**config.mk**
```make
export PLATFORM = sky130hd
export DESIGN_NAME = lfsr_ctrl
export DESIGN_NICKNAME = d
export VERILOG_FILES = /design/src/rtl/lfsr_ctrl.sv
export SDC_FILE = /design/constraint.sdc
export NUM_CORES = 1
export LEC_CHECK = 0
export CORE_UTILIZATION = 47
export CTS_CLUSTER_SIZE = 12
export DETAILED_ROUTE_END_ITERATION = 8
export GPL_TIMING_DRIVEN = 0
export MAX_ROUTING_LAYER = met4
export PLACE_DENSITY = 0.79
export SLEW_MARGIN = 5
export SYNTH_ARGS = -nofsm -noshare
export SYNTH_HDL_FRONTEND = slang
export SYNTH_SLANG_ARGS = --single-unit
export TNS_END_PERCENT = 100
```
**constraint.sdc**
```tcl
create_clock -name clk -period 3.1 [get_ports clk]
set_input_delay 0.775 -clock clk [delete_from_list [all_inputs] [get_ports clk]]
set_output_delay 0.775 -clock clk [all_outputs]
set_load 0.01 [all_outputs]
```
**src/rtl/lfsr_ctrl.sv**
```systemverilog
// lfsr_ctrl: 8-bit LFSR sequencer (seed load, single-step, prescaled free-run), lockup detect, hex display.
// Optional: define LFSR_CTRL_GUARD_EN to substitute 8'h01 for a zero seed, making the lockup state unreachable.
module lfsr_ctrl #(
   parameter int unsigned DIV_W   = 24,
   parameter int unsigned DIV_MAX = 9_999_999
) (
   input  logic        clk,
   input  logic        rst,
   input  logic [7:0]  seed_i,
   input  logic        load_i,
   input  logic        step_i,
   input  logic        run_i,
   output logic [7:0]  lfsr_o,
   output logic        zero_o,
   output logic [1:0]  state_o,
   output logic [15:0] step_cnt_o,
   output logic [7:0]  seg0,
   output logic [7:0]  seg1
);

   typedef enum logic [1:0] {IDLE = 2'd0, RUN = 2'd1, LOCK = 2'd2} state_t;

   localparam logic [DIV_W-1:0] PRESC_MAX = DIV_W'(DIV_MAX);

   state_t           state, state_nxt;
   logic             load_prev, step_prev;
   logic             load_edge, step_edge;
   logic             in_idle, in_run, tick, do_shift;
   logic [DIV_W-1:0] presc;
   logic [7:0]       lfsr, seed_eff;
   logic [15:0]      step_cnt;
   logic             fb;

   // Active-low a..g on bits[7:1], decimal point (bit0) always dark.
   function automatic logic [7:0] hex_seg(input logic [3:0] d);
      case (d)
         4'h0: return 8'b0000_0011;
         4'h1: return 8'b1001_1111;
         4'h2: return 8'b0010_0101;
         4'h3: return 8'b0000_1101;
         4'h4: return 8'b1001_1001;
         4'h5: return 8'b0100_1001;
         4'h6: return 8'b0100_0001;
         4'h7: return 8'b0001_1111;
         4'h8: return 8'b0000_0001;
         4'h9: return 8'b0000_1001;
         4'hA: return 8'b0001_0001;
         4'hB: return 8'b1100_0001;
         4'hC: return 8'b0110_0011;
         4'hD: return 8'b1000_0101;
         4'hE: return 8'b0110_0001;
         default: return 8'b0111_0001;
      endcase
   endfunction

   // Edge history keeps sampling through reset so a level held across reset is not an edge.
   always_ff @(posedge clk) begin
      load_prev <= load_i;
      step_prev <= step_i;
   end

   assign load_edge = load_i & ~load_prev;
   assign step_edge = step_i & ~step_prev;
   assign fb        = lfsr[0] ^ lfsr[2] ^ lfsr[3] ^ lfsr[4];

`ifdef LFSR_CTRL_GUARD_EN
   assign seed_eff = (seed_i == 8'h00) ? 8'h01 : seed_i;
   assign zero_o   = 1'b0;
`else
   assign seed_eff = seed_i;
   assign zero_o   = (lfsr == 8'h00);
`endif

   always_ff @(posedge clk) begin
      if (rst) state <= IDLE;
      else     state <= state_nxt;
   end

   always_comb begin
      state_nxt = IDLE;
`ifdef LFSR_CTRL_GUARD_EN
      if (run_i) state_nxt = RUN;
`else
      if (lfsr == 8'h00) state_nxt = LOCK;
      else if (run_i)    state_nxt = RUN;
`endif
   end

   always_comb begin
      in_idle  = (state == IDLE);
      in_run   = (state == RUN);
      tick     = in_run && (presc == PRESC_MAX);
      do_shift = !load_edge && ((step_edge && in_idle) || tick);
   end

   // A load wins over step and tick in the same cycle; the losers are dropped.
   always_ff @(posedge clk) begin
      if (rst) begin
         lfsr     <= 8'h01;
         step_cnt <= '0;
         presc    <= '0;
      end else begin
         if (load_edge) begin
            lfsr     <= seed_eff;
            step_cnt <= '0;
         end else if (do_shift) begin
            lfsr     <= {fb, lfsr[7:1]};
            step_cnt <= step_cnt + 16'd1;
         end
         if (!in_run || load_edge || tick) presc <= '0;
         else                              presc <= presc + DIV_W'(1);
      end
   end

   assign lfsr_o     = lfsr;
   assign state_o    = state;
   assign step_cnt_o = step_cnt;
   assign seg0       = hex_seg(lfsr[3:0]);
   assign seg1       = hex_seg(lfsr[7:4]);

endmodule

```
==> results of run 1 <==
-- registers in the layout, summed over array words and instances, names as in the netlist --
register and count:
lfsr_o 8, load_prev 1, presc 24, seg0 7, seg1 7, state_o 2
step_cnt_o 16, step_prev 1
-- cell families after synthesis --
family / Yosys count / synth area share (%)
compound gates: 52 / 10.5
xor+xnor: 35 / 9.68
fa+ha+maj: 14 / 5.53
buf+inv: 30 / 4.15
flops: 66 / 41.7
mux: 14 / 4.50
other cells: 1 / 0.118
simple gates: 146 / 23.8
-- metal layers --
metal  track usage, %  vias to the layer above  wire (um)
li1                 -                     1389          -
met1             26.3                     1353       3420
met2             37.2                       78       3630
met3             7.12                       17        347
met4             6.11                        0        147
met5                -                        -          0
-- per-stage QoR --
| stage | worst slack (ns) | cell area, sq um | util, % |
|---|---|---|---|
| floorplan | 0.0305 | 3180 | - |
| global placement | -0.891 | 3800 | 59.2 |
| global route | -0.0440 | 4170 | 64.9 |
| detailed placement | -0.946 | 3800 | 59.2 |
| CTS | 0.0603 | 4050 | 63.1 |
| finish | 0.0328 | 4170 | 64.9 |
-- worst max-delay path: cells and delay by family, from the launching register on --
kind                     cells  cell delay, ns
AO/OA/AOI/OAI                3            0.60
multiplexers                 2            0.50
flip-flops                   1            0.35
buffers and inverters        2            0.23
adder cells (fa/ha/maj)      1            0.17
AND/OR/NAND/NOR              3            1.09
-- layout make-up --
class | instances | area [sq um] | share of cell area [%]
clock buffer | 9 | 124 | 2.97
inverter | 13 | 48.8 | 1.17
clock inverter | 6 | 82.6 | 1.98
multi-input combinational | 263 | 1790 | 42.9
tap | 77 | 96.3 | 2.31
sequential | 66 | 1330 | 31.9
timing repair buffer | 63 | 606 | 14.5
buffer | 17 | 92.6 | 2.22
-- worst paths after layout --
| check | startpoint | to | slack (ns) | depth (start not counted) |
|---|---|---|---|---|
| min | presc[0] | presc[0] | 0.47 | 1 |
| max reg2reg | presc[11] | seg0[3] | 0.03 | 11 |
| max | presc[11] | seg0[3] | 0.03 | 11 |
| min reg2reg | presc[0] | presc[0] | 0.47 | 1 |
-- timing repair --
| item | 4_1_cts | 5_1_grt |
|---|---|---|
| hold buffers | 0 | 0 |
| buffers inserted | 3 | 7 |
| endpoints found under the setup margin | 14 | 10 |
| pin swaps | 3 | 6 |
| resized for setup | 4 | 19 |
-- cell usage in the layout, fill, tap and decap left out, types with 2 or more instances in the layout --
master	count
buf_2	2
clkbuf_1	11
a2111oi_0	3
a21oi_1	12
clkbuf_8	9
and3_1	8
mux2_2	2
a32o_1	2
inv_2	3
a211o_1	4
clkdlybuf4s50_1	53
nand3_1	15
nor3_1	7
or4_1	3
a211oi_1	4
dfxtp_1	63
mux2i_2	2
nor2_1	52
o21ai_0	12
inv_1	10
xor2_1	21
nand2_1	18
or2_2	3
clkinv_2	3
ha_1	13
mux2i_1	9
conb_1	2
or3_1	7
nand2b_1	3
o22ai_1	4
bufinv_16	2
dfxtp_2	2
and2_1	6
nand4_1	11
xnor2_1	14
a21oi_2	3
buf_4	12
nand3b_1	2
-- power groups by stage --
| stage | logic, mW | clock network [mW] | registers, mW |
|---|---|---|---|
| after floorplan | 0.168 | 0 | 0.947 |
| after global placement | 0.314 | 0 | 0.932 |
| after detailed placement | 0.320 | 0 | 0.932 |
| after CTS | 0.331 | 0.781 | 0.915 |
| after global routing | 0.386 | 0.820 | 0.920 |
| final | 0.359 | 0.771 | 0.916 |
==> metrics, run 1 <==
clock power share 37.7%; Area Overhead vs Synth 31.5%; Final Routed Wirelength 7.55 mm; number of synthesized flops with an enable pin 0; via count 2,837; synth cell count leaders dfxtp_1 (66), nor2_1 (53), xor2_1 (21); worst-path cell chain or4_4 -> nor4_4 -> a21o_1 -> buf_6 -> mux2i_2 -> o21ai_2 -> nor2_2 -> inv_2 -> ha_4 -> mux2_2 -> a211o_1; DP Wirelength 5.08 mm; global-route wire length before repair 12.2 mm; Leak 1.52 nW; FP Rows 29; Hold WS 0.466 ns; remaining antenna violation count 0; sequential share of the synthesized area 41.7%; CTS tree done; Pre-Repair DR Iteration Count 6; violation count after the first detailed-route iteration 166; status finished, violations left; # port buffers 53; Yosys cell types 46; H-Tree Level Count 3; CP required 3.34 ns; final hold violation count 0; Power Internal 1.52 mW; Non-Filler Instances 514; Post-route DRC 6; Post-Syn Area per Cell 8.85 sq um; final setup vio count 0; kind of critical path reg -> reg; Max Freq 0.326 GHz; GRT overflow 0; Top FF cell, synth dfxtp_1; Min-Delay Path Class reg -> reg; initial antenna violation count 0; Core Region 0.00642 sq mm; Clock Tree Buf Depth 2; power per cell area 491 mW/mm^2; post-synthesis async set-or-reset flop share 0%; area share of the leading cell type in the synthesized netlist 41.7%; DP Cell Count 489; fin crit share 98.9%; failing checks DRC; WL/cell 14.7 um; worst-margin pin slew 0.621 ns; critical path endpoint category flop; Logic pwr share 17.5%; vias in the first global route 2,629; CTS buffer count 9; I/O pins 56; vias per cell 5.52; critical path peak fanout 6; Post-Syn Area 0.00317 sq mm; All-Layer GR Usage 22.5%; number of max-cap violations 0; Net Sw Power 531 uW; routability congestion estimate 0.838; initial core utilization 49.3%; TNS Setup 0 ns; Sw Share 26.0%; skew final 0.00459 ns; largest cells by area after synthesis dfxtp_1 (42%), nor2_1 (6.3%), xor2_1 (5.8%), ha_1 (5.5%), xnor2_1 (3.9%); fin nets 460; die extent in x 84.1 um; pin count of the biggest net entering global routing 12; # fillers 507; Syn Inst Count 358; Max stage delay on crit path 0.54 ns; die area 0.00707 sq mm; Synth area leader dfxtp_1; synthesis-stage register bit count 66; clock slew at reported path FFs 0.07 ns; Tot Pwr 2.05 mW; share of cells above drive strength 1 12.8%; Root Driver clkbuf_8; Setup crit start kind flop; Rel. slew slack 57.5%; share of power burned in registers 44.8%; Die H 84.1 um; n_diodes 0; final count of pins violating max slew 0; maximum vdd drop 405 uV; clk_lat worst skew 0.35 ns; cell with the most instances after synthesis dfxtp_1; clk sinks 66; YS warnings 0; worst endpoint data arrival time 3.31 ns; min Tclk post-route 3.07 ns; cell at the slowest stage of the critical path or4_4
No activity file was read; power rests on OpenSTA's default activity.
==> run 2: changes to the inputs <==
Settings changed: REMOVE_ABC_BUFFERS set to 1, SLEW_MARGIN 5 to not set.
==> run 2 against run 1 <==
Compared with the run above:
- the run still ends with DRC left
- critical path depth is 1 lower
- clock power fell by 2%
- sequential power about the same
- wire length is 11% lower
- non-clock buffer count decreased by 24
- total power is 2.3% lower
- worst hold slack got worse by 0.019 ns
- largest power group unchanged
==> metrics, run 2 (synthesis results as in run 1) <==
max reg flops 24; via count 2,719; CTS buffer count 9; H-Tree Level Count 3; status finished, violations left; clock slew at reported path FFs 0.07 ns; cell at the slowest stage of the critical path or4_4; fin crit share 96.9%; met3 WL 275 um; kind of critical path reg -> reg; clk sinks 66; Final Routed Wirelength 6.75 mm; Pre-Repair DR Iteration Count 6; worst path buffer plus inverter count 1; die area 0.00707 sq mm; M1 wire length 3.19 mm; Core Region 0.00642 sq mm; failing checks DRC; final setup vio count 0; CP required 3.33 ns; Max Freq 0.333 GHz; CTS Hold Bufs 0; RR Startpoint presc[14]; number of max-cap violations 0; die extent in x 84.1 um; clk_lat worst skew 0.34 ns; Min-Delay Path Class reg -> reg; Tot Pwr 2.00 mW; Die H 84.1 um; WL/cell 13.8 um; # port buffers 53; largest reg by FF count presc; I/O pins 56; commonest non-fill, non-tap cells in the layout dfxtp_1 (66), clkdlybuf4s50_1 (53), nor2_1 (52), xor2_1 (21), nand2_1 (18); TNS Setup 0 ns; CP top delay family simple AND/OR/NAND/NOR gates; Critical R2R Capture seg0[3]; Clock Tree Buf Depth 2; Leak 1.44 nW; maximum vdd drop 259 uV; share of cells above drive strength 1 8.47%; critical path peak fanout 7; Hold WS 0.447 ns; violation count after the first detailed-route iteration 163; final count of pins violating max slew 0; fin nets 436; Crit path depth 10; vias in the first global route 2,570; min Tclk post-route 3.00 ns; GRT overflow 0; Root Driver clkbuf_8; DP Cell Count 472; worst-margin pin slew 0.878 ns; Post-route DRC 7; RSZ-0062 raised after global routing yes; worst reg2reg setup slack 0.1 ns; CTS tree done; worst-path cell chain or4_4 -> nor4_4 -> a21o_4 -> mux2i_1 -> o21ai_2 -> nor2_2 -> inv_1 -> ha_1 -> mux2_2 -> a211o_1; initial core utilization 49.3%; critical path endpoint category flop; power per cell area 500 mW/mm^2; FP Rows 29; initial antenna violation count 0; Non-Filler Instances 490; vias per cell 5.55; Rel. slew slack 39.9%; worst-case reg-to-reg path depth 10; commonest non-fill, non-tap cell in the layout dfxtp_1; met2 routed WL 3.16 mm; Max stage delay on crit path 0.58 ns; Area Overhead vs Synth 26.3%; final hold violation count 0; global-route wire length before repair 11.4 mm; remaining antenna violation count 0; hold wc startpoint presc[0]; DP Wirelength 4.66 mm; skew final 0.00885 ns; All-Layer GR Usage 20.6%; worst endpoint data arrival time 3.23 ns; WHS Endpoint presc[0]; pin count of the biggest net entering global routing 25; Setup crit start kind flop; n_diodes 0; DR top layer met4; routability congestion estimate 0.842; Hold Path Depth 1
[run 2: changes by cell type in the layout (fill, tap and decap cells not counted), moves of 2 or more]
cell	delta
buf_2	-2
inv_2	-2
inv_1	+2
clkinv_2	-2
dfxtp_2	-2
mux2i_2	-2
dfxtp_1	+3
buf_4	-9
a211oi_1	-2
clkbuf_1	-8
mux2i_1	+3
[run 2: cell type report]
class | instances | area [sq um]
clock inverter | 3 | 65.1
timing repair buffer | 56 | 553
sequential | 66 | 1320
clock buffer | 12 | 135
multi-input combinational | 263 | 1780
fill | 552 | 2420
inverter | 13 | 48.8
tap | 77 | 96.3
[run 2: metrics by stage]
stage	area [sq um]	utilization [%]	setup slack [ns]
3_3_place_gp	3720	57.9	-1.28
5_1_grt	4000	62.3	-0.0143
6_report	4000	62.3	0.0954
4_1_cts	3990	62.0	0.0515
2_1_floorplan	3090	-	-0.275
3_5_place_dp	3720	57.9	-1.35
[run 2: worst max path at each step]
stage,start,end,slack (ns)
finish,presc[14],seg0[3],0.1
global route,presc[14],seg0[3],-0.01
global placement,step_i,seg0[3],-1.28
floorplan,presc[14],seg0[3],-0.27
detailed placement,step_i,seg0[3],-1.35
CTS,rst,seg0[3],0.05
[run 2: worst register-to-register path: cells and delay by family (launching register included)]
family	cells	cell delay, ns
compound gates	3	0.63
fa+ha+maj	1	0.26
buf+inv	1	0.08
flops	1	0.39
mux	2	0.51
simple gates	3	1.03
[run 2: what timing repair did]
action                     4_1_cts  5_1_grt
resized for setup               10        6
pin swaps                        3        1
setup endpoints to repair       24       28
buffers inserted                 3        0
[run 2: per-layer routing]
layer  vias to the layer above  GRT usage, %
met1                      1296          25.0
met3                        13          3.96
met5                         -             -
met4                         0          9.72
li1                       1344             -
met2                        66          33.2
[run 2: report_power, final]
group	switching, mW	internal [mW]	leakage [nW]	total (mW)
sequential	0.0247	0.890	0.538	0.915
combinational	0.162	0.165	0.799	0.327
clock	0.309	0.448	0.100	0.758
==> run 3: changes to the inputs <==
Settings changed: HOLD_SLACK_MARGIN set to 0.12.
==> results of run 3 <==
The final DEF is identical to that of run 2; final timing and power are the same.
